File: src/rtl/totient_pkg.sv
// Shared types, segment patterns and parameter helpers for the totient sequencer.
package totient_pkg;

    typedef enum logic [2:0] {
        ST_IDLE,
        ST_SCAN,
        ST_GCD,
        ST_CONV,
        ST_DONE
    } state_t;

    // Segment patterns ordered {A,B,C,D,E,F,G}, active-high
    localparam logic [6:0] SEG_0     = 7'b1111110;
    localparam logic [6:0] SEG_1     = 7'b0110000;
    localparam logic [6:0] SEG_2     = 7'b1101101;
    localparam logic [6:0] SEG_3     = 7'b1111001;
    localparam logic [6:0] SEG_4     = 7'b0110011;
    localparam logic [6:0] SEG_5     = 7'b1011011;
    localparam logic [6:0] SEG_6     = 7'b1011111;
    localparam logic [6:0] SEG_7     = 7'b1110000;
    localparam logic [6:0] SEG_8     = 7'b1111111;
    localparam logic [6:0] SEG_9     = 7'b1111011;
    localparam logic [6:0] SEG_BLANK = 7'b0000000;

    function automatic int unsigned width_for(input int unsigned n);
        return (n <= 32'd1) ? 32'd1 : 32'($clog2(n));
    endfunction

    // N_MAX must fit in DIGITS decimal digits and in a W-bit datapath
    function automatic bit params_legal(input int unsigned n_max,
                                        input int unsigned digits,
                                        input int unsigned w);
        longint unsigned lim;
        lim = 64'd1;
        for (int unsigned i = 0; i < digits; i++) lim = lim * 64'd10;
        return (n_max >= 32'd1) && (64'(n_max) < lim) && (w < 32'd32) &&
               ((64'd1 << w) > 64'(n_max));
    endfunction

    function automatic logic [6:0] seg_of(input logic [3:0] d);
        case (d)
            4'd0:    return SEG_0;
            4'd1:    return SEG_1;
            4'd2:    return SEG_2;
            4'd3:    return SEG_3;
            4'd4:    return SEG_4;
            4'd5:    return SEG_5;
            4'd6:    return SEG_6;
            4'd7:    return SEG_7;
            4'd8:    return SEG_8;
            4'd9:    return SEG_9;
            default: return SEG_BLANK;
        endcase
    endfunction

endpackage

File: src/rtl/totient_seq_display_if.sv
// Control, result and display bundle of the totient sequencer.
interface totient_seq_display_if #(
    parameter int unsigned W      = 7,
    parameter int unsigned DIGITS = 2
);
    logic              step;
    logic              run;
    logic              dir;
    logic [W-1:0]      n_cur;
    logic [W-1:0]      phi;
    logic              valid;
    logic              busy;
    logic              A, B, C, D, E, F, G;
    logic [DIGITS-1:0] dig_sel;

    modport master (
        output step, run, dir,
        input  n_cur, phi, valid, busy, A, B, C, D, E, F, G, dig_sel
    );

    modport slave (
        input  step, run, dir,
        output n_cur, phi, valid, busy, A, B, C, D, E, F, G, dig_sel
    );
endinterface

File: src/rtl/totient_seg_mux.sv
// Time-multiplexed 7-segment driver: refresh counter, one-hot digit rotation,
// leading-zero blanking and BCD decode.
module totient_seg_mux
    import totient_pkg::*;
#(
    parameter int unsigned DIGITS      = 2,
    parameter int unsigned REFRESH_DIV = 1000
) (
    input  logic                  clk_0,
    input  logic                  R,
    input  logic [4*DIGITS-1:0]   bcd,
    output logic [DIGITS-1:0]     dig_sel,
    output logic [6:0]            seg_c
);

    localparam int unsigned REF_W = width_for(REFRESH_DIV);

    logic [REF_W-1:0] ref_cnt;
    logic             keep;

    always_ff @(posedge clk_0 or negedge R) begin
        if (!R) begin
            ref_cnt <= '0;
            dig_sel <= DIGITS'(1);
        end else if (ref_cnt == REF_W'(REFRESH_DIV - 1)) begin
            ref_cnt <= '0;
            dig_sel <= (dig_sel << 1) | (dig_sel >> (DIGITS - 1));
        end else begin
            ref_cnt <= ref_cnt + REF_W'(1);
        end
    end

    // Walk from the MSD down; a digit lights once any digit at or above it is non-zero
    always_comb begin
        seg_c = SEG_BLANK;
        keep  = 1'b0;
        for (int i = int'(DIGITS) - 1; i >= 0; i--) begin
            keep = keep | (bcd[4*i +: 4] != 4'd0) | (i == 0);
            if (dig_sel[i]) seg_c = keep ? seg_of(bcd[4*i +: 4]) : SEG_BLANK;
        end
    end

endmodule

File: src/rtl/totient_seq_display.sv
// Euler-totient sequencer: steps n over 1..N_MAX, computes phi(n) with a
// subtractive gcd loop plus double-dabble, and drives a multiplexed display.
module totient_seq_display
    import totient_pkg::*;
#(
    parameter int unsigned N_MAX       = 99,
    parameter int unsigned W           = 7,
    parameter int unsigned DIGITS      = 2,
    parameter int unsigned REFRESH_DIV = 1000
) (
    input  logic                 clk_0,
    input  logic                 R,
    totient_seq_display_if.slave bus
);

    localparam int unsigned BCD_W  = 4 * DIGITS;
    localparam int unsigned CONV_W = width_for(W);

    if (!params_legal(N_MAX, DIGITS, W)) begin : g_bad_params
        $error("totient_seq_display: N_MAX does not fit DIGITS or W");
    end

    state_t              state;
    logic [W-1:0]        k, cnt, a, b, sh_bin;
    logic [W-1:0]        n_adv, cnt_nxt;
    logic [BCD_W-1:0]    sh_bcd, bcd_adj, disp_bcd;
    logic [CONV_W-1:0]   conv_cnt;
    logic                req;
    logic [6:0]          seg_c;

    assign req     = bus.step | bus.run;
    assign cnt_nxt = cnt + W'(a == W'(1));

    // Next n with wrap at both ends of 1..N_MAX
    always_comb begin
        n_adv = bus.n_cur;
        if (bus.dir) n_adv = (bus.n_cur == W'(1))     ? W'(N_MAX) : bus.n_cur - W'(1);
        else         n_adv = (bus.n_cur == W'(N_MAX)) ? W'(1)     : bus.n_cur + W'(1);
    end

    // Double-dabble add-3 correction ahead of each shift
    always_comb begin
        bcd_adj = sh_bcd;
        for (int i = 0; i < int'(DIGITS); i++) begin
            if (sh_bcd[4*i +: 4] >= 4'd5) bcd_adj[4*i +: 4] = sh_bcd[4*i +: 4] + 4'd3;
        end
    end

    always_ff @(posedge clk_0 or negedge R) begin
        if (!R) begin
            state     <= ST_SCAN;
            bus.n_cur <= W'(1);
            bus.phi   <= '0;
            bus.valid <= 1'b0;
            bus.busy  <= 1'b1;
            k         <= W'(1);
            cnt       <= '0;
            a         <= '0;
            b         <= '0;
            sh_bin    <= '0;
            sh_bcd    <= '0;
            disp_bcd  <= '0;
            conv_cnt  <= '0;
        end else begin
            case (state)
                ST_IDLE: begin
                    if (req) begin
                        bus.n_cur <= n_adv;
                        k         <= W'(1);
                        cnt       <= '0;
                        bus.valid <= 1'b0;
                        bus.busy  <= 1'b1;
                        state     <= ST_SCAN;
                    end
                end
                ST_SCAN: begin
                    a     <= k;
                    b     <= bus.n_cur;
                    state <= ST_GCD;
                end
                ST_GCD: begin
                    if (a > b) begin
                        a <= a - b;
                    end else if (b > a) begin
                        b <= b - a;
                    end else begin
                        cnt <= cnt_nxt;
                        if (k == bus.n_cur) begin
                            sh_bin   <= cnt_nxt;
                            sh_bcd   <= '0;
                            conv_cnt <= '0;
                            state    <= ST_CONV;
                        end else begin
                            k     <= k + W'(1);
                            state <= ST_SCAN;
                        end
                    end
                end
                ST_CONV: begin
                    sh_bcd   <= BCD_W'({bcd_adj, sh_bin[W-1]});
                    sh_bin   <= sh_bin << 1;
                    conv_cnt <= conv_cnt + CONV_W'(1);
                    if (conv_cnt == CONV_W'(W - 1)) state <= ST_DONE;
                end
                ST_DONE: begin
                    bus.phi   <= cnt;
                    disp_bcd  <= sh_bcd;
                    bus.valid <= 1'b1;
                    bus.busy  <= 1'b0;
                    state     <= ST_IDLE;
                end
                default: state <= ST_IDLE;
            endcase
        end
    end

    totient_seg_mux #(
        .DIGITS      (DIGITS),
        .REFRESH_DIV (REFRESH_DIV)
    ) u_seg_mux (
        .clk_0   (clk_0),
        .R       (R),
        .bcd     (disp_bcd),
        .dig_sel (bus.dig_sel),
        .seg_c   (seg_c)
    );

    assign {bus.A, bus.B, bus.C, bus.D, bus.E, bus.F, bus.G} = seg_c;

endmodule
File: src/flat_wrapper.sv
// flat-port wrapper written by rule: the top's interface ports become plain ports
module totient_seq_display_flat import totient_pkg::*;
#(
    parameter int unsigned N_MAX       = 99,
    parameter int unsigned W           = 7,
    parameter int unsigned DIGITS      = 2,
    parameter int unsigned REFRESH_DIV = 1000
)
  (clk_0, R, bus_step, bus_run, bus_dir, bus_n_cur, bus_phi, bus_valid, bus_busy, bus_A, bus_B, bus_C, bus_D, bus_E, bus_F, bus_G, bus_dig_sel);
  totient_seq_display_if #(.W(W), .DIGITS(DIGITS)) bus_i ();
  input  logic clk_0;
  input  logic R;
  input wire logic [$bits(bus_i.step)-1:0] bus_step;
  input wire logic [$bits(bus_i.run)-1:0] bus_run;
  input wire logic [$bits(bus_i.dir)-1:0] bus_dir;
  output wire logic [$bits(bus_i.n_cur)-1:0] bus_n_cur;
  output wire logic [$bits(bus_i.phi)-1:0] bus_phi;
  output wire logic [$bits(bus_i.valid)-1:0] bus_valid;
  output wire logic [$bits(bus_i.busy)-1:0] bus_busy;
  output wire logic [$bits(bus_i.A)-1:0] bus_A;
  output wire logic [$bits(bus_i.B)-1:0] bus_B;
  output wire logic [$bits(bus_i.C)-1:0] bus_C;
  output wire logic [$bits(bus_i.D)-1:0] bus_D;
  output wire logic [$bits(bus_i.E)-1:0] bus_E;
  output wire logic [$bits(bus_i.F)-1:0] bus_F;
  output wire logic [$bits(bus_i.G)-1:0] bus_G;
  output wire logic [$bits(bus_i.dig_sel)-1:0] bus_dig_sel;
  assign bus_i.step = bus_step;
  assign bus_i.run = bus_run;
  assign bus_i.dir = bus_dir;
  assign bus_n_cur = bus_i.n_cur;
  assign bus_phi = bus_i.phi;
  assign bus_valid = bus_i.valid;
  assign bus_busy = bus_i.busy;
  assign bus_A = bus_i.A;
  assign bus_B = bus_i.B;
  assign bus_C = bus_i.C;
  assign bus_D = bus_i.D;
  assign bus_E = bus_i.E;
  assign bus_F = bus_i.F;
  assign bus_G = bus_i.G;
  assign bus_dig_sel = bus_i.dig_sel;
  totient_seq_display #(.N_MAX(N_MAX), .W(W), .DIGITS(DIGITS), .REFRESH_DIV(REFRESH_DIV)) u_core (.clk_0(clk_0), .R(R), .bus(bus_i));
endmodule
File: config.mk
export PLATFORM = sky130hd
export DESIGN_NAME = totient_seq_display_flat
export DESIGN_NICKNAME = d
export VERILOG_FILES = /design/src/rtl/totient_pkg.sv /design/src/rtl/totient_seq_display_if.sv /design/src/rtl/totient_seg_mux.sv /design/src/rtl/totient_seq_display.sv /design/src/flat_wrapper.sv
export SDC_FILE = /design/constraint.sdc
export NUM_CORES = 1
export LEC_CHECK = 0
export ABC_CLOCK_PERIOD_IN_PS = 2080
export BUFFER_PORTS_ARGS = -buffer_cell sky130_fd_sc_hd__clkbuf_2
export CORE_MARGIN = 5
export CORE_UTILIZATION = 45
export CTS_BUF_LIST = sky130_fd_sc_hd__clkbuf_16
export CTS_CLUSTER_SIZE = 25
export DETAILED_ROUTE_END_ITERATION = 12
export GPL_TIMING_DRIVEN = 0
export PLACE_DENSITY = 0.63
export SLEW_MARGIN = 10
export SYNTH_ARGS = -nofsm -noshare
export SYNTH_HDL_FRONTEND = slang
export SYNTH_SLANG_ARGS = --single-unit
File: constraint.sdc
create_clock -name clk_0 -period 2.08 [get_ports clk_0]
set_input_delay 0.312 -clock clk_0 [delete_from_list [all_inputs] [get_ports clk_0]]
set_output_delay 0.312 -clock clk_0 [all_outputs]
set_load 0.05 [all_outputs]
### Word level (Yosys, flattened, before mapping)

Memories as Yosys holds them, arrays and structs flattened.
Index checks and enable logic that the tools add are counted.
Widths: inputs -> output; s select.

| storage, ports and cells | value |
|---|---|
| register bits after elaboration | 85 |
| input port bits | 5 |
| word-level logic and storage cells | 110 |
| memories | 2 |
| bits in read-only memories | 224 |
| output and inout port bits | 25 |

| cells by class | value |
|---|---|
| bitwise logic cells | 2 |
| reductions and logical operators | 14 |
| order comparisons | 4 |
| mux-type cells | 45 |
| equal/unequal tests | 18 |
| add/sub/neg operators | 10 |

Memory list:

| memory | depth | width | rd ports | clocked after memory_dff | write ports | RTL line | source |
|---|---|---|---|---|---|---|---|
| (no name shown) | 16 | 7 | 1 | 0 | 0 | totient_pkg.sv:41 | `case (d)` |
| (no name shown) | 16 | 7 | 1 | 0 | 0 | totient_pkg.sv:41 |  |

Operators by type and width:

| operator | count |
|---|---|
| $mux 7 | 19 |
| $pmux 7 s2 | 5 |
| $mux 3 | 8 |
| $mux 8 | 3 |
| $pmux 8 s2 | 1 |
| $add 7x1->7 const B | 2 |
| $eq 7x1->1 const B | 2 |
| $gt 7x7->1 | 2 |
| $sub 7x7->7 | 2 |
| $pmux 3 s4 | 1 |
| $reduce_and 4->1 | 3 |
| $add 10x1->10 const B | 1 |
| $eq 10x10->1 const B | 1 |
| $mux 10 | 1 |
| $ne 2x1->1 const B | 5 |
| $ge 4x3->1 const B | 2 |
| $reduce_bool 2->1 | 4 |
| $add 7x1->7 | 1 |
| $eq 7x7->1 | 1 |
| $eq 7x7->1 const B | 1 |
| $sub 7x1->7 const B | 1 |
| $eq 3x2->1 const B | 2 |
| $eq 3x3->1 const B | 2 |
| $ne 2x2->1 const B | 3 |
| 16 further kinds | 20 |

### Depth between registers and ports, before layout

Gate-level depths: netlist of the first run.

| logic depth | value |
|---|---|
| word-level depth | 6 |
| depth in mapped cells | 11 |
| depth with buffers taken out | 10 |

### By module

A second synthesis of the first run with hierarchy kept.

| second synthesis, totals | value |
|---|---|
| cells, all modules | 601 |
| area, all modules | 5435.2 um^2 |

By module, submodules not included:

| module | instances | cells each | sequential area each (um^2) | area an instance (um^2) |
|---|---|---|---|---|
| totient_seq_display | 1 | 485 | 1831.8 | 4453.0 |
| totient_seg_mux | 1 | 116 | 301.5 | 982.2 |

### Worst setup path after synthesis of the first run

No wires, ideal clock.

| timing | value |
|---|---|
| kind | register -> output |
| from | register u_core.u_seg_mux.dig_sel[1] |
| to | output port bus_A |
| required time | 1.768 ns |
| path slack | -0.340 ns |
| arrival time | 2.108 ns |
| path buffers | 0 |
| cell stages (with the launch flop) | 3 |
| path through | dfrtp_1 o2111ai_1 o21ai_0 |

| on the way | value |
|---|---|
| word-level cells in the longest chain between the ends | 2 |

RTL lines:

| what | RTL line | source |
|---|---|---|
| start: declaration | totient_seg_mux.sv:12 | `output logic [DIGITS-1:0] dig_sel,` |
| start signal: assignment | totient_seg_mux.sv:27 | `dig_sel <= (dig_sel << 1) \| (dig_sel >> (DIGITS - 1));` |
| $mux 7 (2 in a row) | totient_seg_mux.sv:39 | `if (dig_sel[i]) seg_c = keep ? seg_of(bcd[4*i +: 4]) : SEG_BLANK;` |
| end: declaration | flat_wrapper.sv:20 | `output wire logic [$bits(bus_i.A)-1:0] bus_A;` |

Every way passes these cells.

### Final worst setup path of the first run

| timing | value |
|---|---|
| from | register u_core.a[6] |
| to | register u_core.sh_bin[4] |

| on the way | value |
|---|---|
| word-level cells in the longest chain between the ends | 6 |
| elaborated cells on any way between the ends | 11 |
| those cells by class | 1 x add/sub; 2 x order compare; 3 x eq/ne; 4 x mux; 1 x reduce/logical |

RTL lines:

| what | RTL line | source |
|---|---|---|
| start: declaration | totient_seq_display.sv:24 | `logic [W-1:0] k, cnt, a, b, sh_bin;` |
| start signal: assignment | totient_seq_display.sv:77 | `a <= k;` |
| start signal: assignment | totient_seq_display.sv:83 | `a <= a - b;` |
| $eq 7x1->1 | totient_seq_display.sv:32 | `assign cnt_nxt = cnt + W'(a == W'(1));` |
| $add 7x1->7 | totient_seq_display.sv:32 |  |
| $mux 7 | totient_seq_display.sv:88 | `if (k == bus.n_cur) begin` |
| $mux 7 | totient_seq_display.sv:84 | `end else if (b > a) begin` |
| $mux 7 | totient_seq_display.sv:82 | `if (a > b) begin` |
| $pmux 7 s2 | totient_seq_display.sv:65 | `case (state)` |
| end signal: assignment | totient_seq_display.sv:89 | `sh_bin <= cnt_nxt;` |
| end signal: assignment | totient_seq_display.sv:101 | `sh_bin <= sh_bin << 1;` |
| end: declaration | totient_seq_display.sv:24 |  |

Parallel ways exist; a longest one is shown, timed or not. The select of a mux whose other input is x is not followed.
A chain may end at the register's enable or synchronous reset.

==> qor.csv, run 1 <==
stage,metric,value,unit
run_status,outcome,"finished, violations left",
run_status,failing checks,"negative hold slack, negative setup slack",
worst_setup_path,CP startpoint kind,flop,
cts,hold buffer count at cts,0,
logic_synthesis,Mapped Nets,639,
worst_setup_path,crit-path cells,"ha_4, nand4_1, buf_6, a21oi_4, nor4_4, or2_4, a21oi_4, buf_6, a221o_1",
routing,1st-pass router iterations,5,
final_layout,final cell count without fillers,824,
timing,Fmax,439,MHz
worst_setup_path,kind of critical path,flop to flop,
final_layout,final instance area,6990,um^2
logic_synthesis,Netlist cell types,62,
global_routing,pin count of the biggest net entering global routing,47,
global_routing,Total GRT Usage,19.6,%
final_layout,Layout fillers,946,
logic_synthesis,Synth Area per Inst,9.01,um^2
global_routing,number of global-route vias before repair,4580,
final_layout,# nets final,721,
worst_setup_path,CP max FO,8,
logic_synthesis,Post-synth EDFFs,0,
timing,RSZ-0062 raised after global routing,true,
cts,root buf cell,clkbuf_16,
placement,port bufs,29,
placement,detailed placement HPWL,9180,um
logic_synthesis,"Seq/Total Area, Yosys",39.8,%
routing,routed len/inst,17.1,um
logic_synthesis,synthesized area,5350,um^2
final_layout,Syn-to-layout area delta,30.5,%
global_routing,first-pass GRT wire length,22800,um
cts,Worst-Skew Late Latency,0.34,ns
floorplan,die area,14200,um^2
placement,DP Worst Slack,-0.537,ns
timing,actual slew at the worst max-slew pin,0.692,ns
power,pwr/cell area,1540,nW/um^2
final_layout,diode count,0,
placement,Area after DPL,5760,um^2
timing,Slew HR,53.8,%
cts,CTS Buf Count,9,
timing,fin crit share,110,%
worst_setup_path,"slowest stage cell, crit path",dfrtp_2,
final_layout,final core occ,60.7,%
cts,H-tree Lvls,3,
cts,CTS sink cnt,85,
cts,Max Root-Sink Buffers,2,
worst_setup_path,Worst EP arrival,2.50,ns
final_layout,layout cells sized above 1,33.0,%
hold_path,Hold Crit Class,input pin to async pin,
floorplan,Core Area,11500,um^2
routing,"wirelength, routed",14100,um
logic_synthesis,Mapped Cells,594,
logic_synthesis,Post-synth top flop,dfrtp_1,
routing,residual DRC count,0,
floorplan,DIE WIDTH,119,um
worst_setup_path,"CP delay by family, top",simple AND/OR/NAND/NOR gates,
global_routing,GRT overflow,0,
logic_synthesis,ys async rst share,100,%
timing,Final Critical Period,2.28,ns
cts,TritonCTS clock tree,built,
worst_setup_path,crit path buf inv count,2,
worst_setup_path,crit path capture type,flop,
floorplan,die height,119,um
worst_setup_path,critical path data required time,2.30,ns
floorplan,Starting Density,46.5,%
floorplan,io pins,30,
timing,Fin. Hold Viols,8,
power,Peak VDD IR,0.645,mV
placement,Final Wtd Congestion,0.851,
routing,post-route ant nets,0,
routing,initial detailed-routing violation count,435,
logic_synthesis,Ys Warns,0,
timing,Setup WS post-layout,-0.199,ns
timing,max-slew violations,0,
global_routing,initial antenna violation count,0,
cts,Worst-path clk slew,0.06,ns
logic_synthesis,synthesized flop and latch total,85,
timing,"Setup violations, final",46,
worst_setup_path,Worst path max stage delay,0.44,ns
floorplan,num rows,39,
timing,Hold Slack,-0.00515,ns
routing,Via Count,4768,
placement,# placed instances,767,
routing,vias per cell,5.79,
job,Max-Cap Viols,0,
timing,TNS Setup,-4.67,ns
timing,Layout Skew,0.00549,ns
power,Leakage Power,3.10,nW
[logic make-up (layout without fill, tap and decap cells)]
kind of cell / Yosys count / after routing / synth area share (%)
XOR/XNOR: 23 / 23 / 3.76
adder cells (fa/ha/maj): 40 / 40 / 9.63
flip-flops: 85 / 85 / 39.8
AO/OA/AOI/OAI: 164 / 164 / 19.5
multiplexers: 18 / 18 / 3.62
buffers and inverters: 58 / 145 / 4.60
AND/OR/NAND/NOR: 206 / 206 / 19.0
[where the power goes]
group / switching [mW] / leakage, nW / internal [mW]
registers: 0.415 / 1.10 / 2.07
logic: 3.79 / 1.87 / 2.88
clock network: 0.673 / 0.138 / 0.922
total: 4.88 / 3.10 / 5.87
[cells in the final DEF, fill, tap and decap left out, types with 5 or more instances in the layout]
cell type	Yosys	routed
mux2i_1	7	7
buf_4	1	39
o211ai_1	5	5
a22o_1	11	11
mux2_2	11	10
and2_1	6	5
buf_6	2	15
ha_4	0	8
inv_2	0	14
o21ai_1	2	15
and3_1	7	7
nor3_1	9	9
nor2b_1	9	9
nand2_1	66	61
a21oi_1	28	20
o21ai_2	0	11
xor2_1	19	16
o21a_1	6	6
dfrtp_2	0	8
a31oi_1	6	5
nand3b_1	5	5
nor2_1	45	41
o21ai_0	61	33
o31ai_1	5	5
inv_1	30	16
ha_2	0	5
clkbuf_16	0	10
a21oi_4	0	6
nand2b_1	10	9
ha_1	38	25
clkbuf_2	0	28
clkbuf_1	17	5
nand3_1	23	18
dfstp_2	5	5
dfrtp_1	80	72
[what timing repair did]
| action | CTS | global route |
|---|---|---|
| cloned | 2 | 2 |
| gates resized for setup | 105 | 79 |
| buffers inserted | 22 | 22 |
| endpoints found under the setup margin | 66 | 62 |
| pin swaps | 23 | 27 |
[metal layers]
layer	GRT usage (%)	vias up	routed length [um]
li1	-	2268	-
met3	3.36	29	729
met2	30.6	124	6500
met1	27.3	2347	6500
met4	7.68	0	325
met5	0	-	0
[metrics by stage]
stage | power, mW | hold slack [ns]
floorplan | 6.07 | 0.0164
global placement | 7.09 | 0.464
detailed placement | 7.25 | 0.388
CTS | 9.91 | 0.0160
global route | 11.4 | 0.0440
finish | 10.7 | -0.00515
[worst paths after layout]
path | from | endpoint | slack (ns) | depth (start not counted)
min in group clk_0 | bus_step | u_core.bus.busy$_DFFE_PN1P_ | 0.46 | 5
min | R | u_core.bus.n_cur[3]$_DFFE_PN0P_ | -0.005 | 1
min reg2reg | u_core.u_seg_mux.ref_cnt[0]$_DFF_PN0_ | u_core.u_seg_mux.ref_cnt[0]$_DFF_PN0_ | 0.48 | 1
max reg2reg | u_core.a[6]$_DFFE_PN0P_ | u_core.sh_bin[4]$_DFFE_PN0P_ | -0.20 | 9
max in group asynchronous | R | u_core.u_seg_mux.dig_sel[0]$_DFFE_PN1N_ | 1.40 | 2
max | u_core.a[6]$_DFFE_PN0P_ | u_core.sh_bin[4]$_DFFE_PN0P_ | -0.20 | 9
[layout make-up]
type	instances	area [um^2]	share of cell area, %
Inverter	30	113	1.61
Tap cell	143	179	2.56
Clock inverter	7	66.3	0.949
Buffer	21	140	2.01
Multi-Input combinational cell	451	3500	50.1
Clock buffer	9	225	3.22
Timing Repair Buffer	78	619	8.86
Sequential cell	85	2140	30.7
[flip-flops by register name, indices dropped and copies added, names as in the netlist]
register / cells
u_core.sh_bin: 7
u_core.u_seg_mux.dig_sel: 2
u_core.a: 7
u_core.disp_bcd: 8
u_core.cnt: 7
u_core.u_seg_mux.ref_cnt: 10
u_core.conv_cnt: 3
u_core.sh_bcd: 8
u_core.k: 7
u_core.b: 7
u_core.bus.busy: 1
u_core.bus.valid: 1
u_core.bus.n_cur: 7
u_core.state: 3
u_core.bus.phi: 7
[cell usage after synthesis (9+ instances only)]
master	count	share of area, %
dfrtp_1	80	37
nand2_1	66	4.6
o21ai_0	61	5.7
nor2_1	45	3.2
ha_1	38	8.9
inv_1	30	2.1
a21oi_1	28	2.6
nand3_1	23	2.2
xor2_1	19	3.1
clkbuf_1	17	1.2
a22o_1	11	1.8
mux2_2	11	2.3
nand2b_1	10	1.2
nor2b_1	9	1.1
nor3_1	9	0.84
Power figures use the tool's default switching activity.
==> run 2, diff against run 1 <==
- CORE_UTILIZATION: 45 -> 55
- PLACE_DENSITY: 0.63 -> 0.75
==> run 2 against run 1 <==
Compared with the run above:
- the run ends with negative setup slack left
- setup slack got worse by 0.098 ns
- sequential cell count did not move
- cell count is 1.2% lower
- highest routed layer unchanged
==> qor.csv, run 2 (same netlist as run 1, synthesis figures left out) <==
stage,metric,value,unit
floorplan,Core Area,9640,um^2
final_layout,Layout fillers,664,
final_layout,footprint of the multi-input gates,3590,um^2
global_routing,number of global-route vias before repair,4893,
timing,Layout Skew,0.0105,ns
routing,post-route ant nets,0,
power,Peak VDD IR,1.07,mV
run_status,outcome,"finished, violations left",
final_layout,largest register by flop count,u_core.u_seg_mux.ref_cnt,
timing,Fin. Hold Viols,0,
routing,initial detailed-routing violation count,402,
power,pwr/cell area,1580,nW/um^2
cts,root buf cell,clkbuf_16,
global_routing,Total GRT Usage,25.2,%
routing,Via Count,4956,
timing,actual slew at the worst max-slew pin,0.649,ns
placement,Final Wtd Congestion,0.896,
timing,Final Critical Period,2.38,ns
worst_setup_path,crit-path cells,"xor2_2, nor4_2, nand3_1, nor3b_1, nor3_1",
routing,1st-pass router iterations,6,
worst_setup_path,crit path capture type,flop,
final_layout,"most common cell after layout, fill and taps aside",dfrtp_1,
run_status,failing checks,negative setup slack,
cts,TritonCTS clock tree,built,
final_layout,final core occ,73.4,%
worst_setup_path,RR Startpoint,u_core.bus.n_cur[0]$_DFFE_PN1P_,
timing,max-slew violations,0,
timing,Fmax,421,MHz
routing,routed len/inst,19.0,um
worst_setup_path,kind of critical path,flop to flop,
worst_setup_path,critical path data required time,2.30,ns
placement,port bufs,29,
final_layout,layout cells sized above 1,34.1,%
placement,DP Worst Slack,-0.525,ns
timing,"Setup violations, final",41,
final_layout,max reg flops,10,
floorplan,die height,109,um
floorplan,die area,11800,um^2
timing,fin crit share,114,%
timing,RSZ-0062 raised after global routing,true,
cts,CTS sink cnt,85,
final_layout,diode count,0,
hold_path,Hold Crit Class,input pin to async pin,
global_routing,pin count of the biggest net entering global routing,56,
final_layout,"commonest non-fill, non-tap cells in the layout","dfrtp_1 (73), nand2_1 (61), nor2_1 (41)",
floorplan,Starting Density,55.5,%
global_routing,initial antenna violation count,0,
final_layout,biggest regs,"u_core.u_seg_mux.ref_cnt x10, u_core.disp_bcd x8, u_core.sh_bcd x8",
floorplan,num rows,36,
routing,residual DRC count,0,
cts,CTS Buf Count,9,
final_layout,Syn-to-layout area delta,32.2,%
routing,vias per cell,6.09,
floorplan,io pins,30,
power,Leakage Power,3.14,nW
cts,Max Root-Sink Buffers,2,
worst_setup_path,Worst path max stage delay,0.67,ns
final_layout,# nets final,721,
worst_setup_path,Crit. Startpoint,u_core.bus.n_cur[0]$_DFFE_PN1P_,
global_routing,first-pass GRT wire length,23400,um
cts,H-tree Lvls,3,
global_routing,GRT overflow,0,
cts,Worst-path clk slew,0.06,ns
worst_setup_path,CP startpoint kind,flop,
placement,detailed placement HPWL,8880,um
worst_setup_path,"slowest stage cell, crit path",dfstp_2,
worst_setup_path,Worst EP arrival,2.59,ns
cts,Worst-Skew Late Latency,0.35,ns
timing,Setup WS post-layout,-0.298,ns
worst_setup_path,"CP delay by family, top",simple AND/OR/NAND/NOR gates,
floorplan,DIE WIDTH,109,um
job,Max-Cap Viols,0,
timing,Slew HR,56.4,%
routing,"wirelength, routed",15500,um
worst_setup_path,CP max FO,8,
worst_setup_path,crit path buf inv count,0,
final_layout,FF+latch area,2140,um^2
==> run 2: cell types whose count changed in the layout (fill, tap and decap cells not counted), sizes merged <==
cell,delta
clkinv,-2
dlygate4sd3,+1
inv,+2
clkbuf,-5
buf,+4
==> run 2: repair_timing <==
| item | in CTS | in global routing |
|---|---|---|
| buffers inserted | 20 | 27 |
| endpoints found under the hold margin | 28 | 0 |
| setup endpoints to repair | 68 | 55 |
| gates cloned | 3 | 0 |
| hold buffers | 1 | 0 |
| resized for setup | 98 | 107 |
| pin swaps | 17 | 28 |
==> run 2: worst reg2reg max path: cells and delay by family, from the launching register on <==
kind                      cells  cell delay (ns)
DFF                           1             0.67
and+or+nand+nor               4             1.43
xor gates and xnor gates      1             0.15
==> run 2: final timing paths <==
check / cells after the start / slack, ns / endpoint
min: 2 / 0.47 / u_core.u_seg_mux.ref_cnt[2]$_DFF_PN0_
max: 5 / -0.30 / u_core.sh_bin[1]$_DFFE_PN0P_
min reg2reg: 1 / 0.48 / u_core.u_seg_mux.ref_cnt[0]$_DFF_PN0_
max in group asynchronous: 3 / 0.94 / u_core.k[0]$_DFFE_PN1P_
min in group clk_0: 1 / 0.48 / u_core.u_seg_mux.ref_cnt[0]$_DFF_PN0_
max reg2reg: 5 / -0.30 / u_core.sh_bin[1]$_DFFE_PN0P_
==> run 2: per-layer routing <==
layer | vias up | global-route usage [%] | share of wire (%)
met3 | 61 | 6.22 | 5.2
met4 | 0 | 10.1 | 3.7
li1 | 2267 | - | -
met5 | - | 0 | 0
met2 | 179 | 42.6 | 50
met1 | 2449 | 30.8 | 41
==> run 2: power by group <==
part,internal (mW),switching (mW)
clock,0.924,0.673
combinational,3.04,3.92
sequential,2.08,0.569
==> run 2: stage by stage <==
step                setup TNS (ns)  cell area [um^2]  instances  total power [mW]  hold slack [ns]
CTS                          -3.82              6560        794              10.1            0.476
finish                       -7.74              7080        814              11.2            0.471
global placement            -31.33              5720        756              7.05            0.469
global route                -10.84              7080        814              11.8            0.503
floorplan                    -2.44              5410        594              6.07           0.0164
detailed placement          -16.05              5750        757              7.22            0.311
==> run 2: cell type report <==
class                   count  share of cell area [%]
well taps                 133                    2.35
clock inverters             7                   0.937
multi-input cells         451                    50.7
flip-flops and latches     85                    30.3
plain buffers              18                    1.63
inverters                  30                    1.66
repair buffers             81                    9.30
clock buffers               9                    3.18
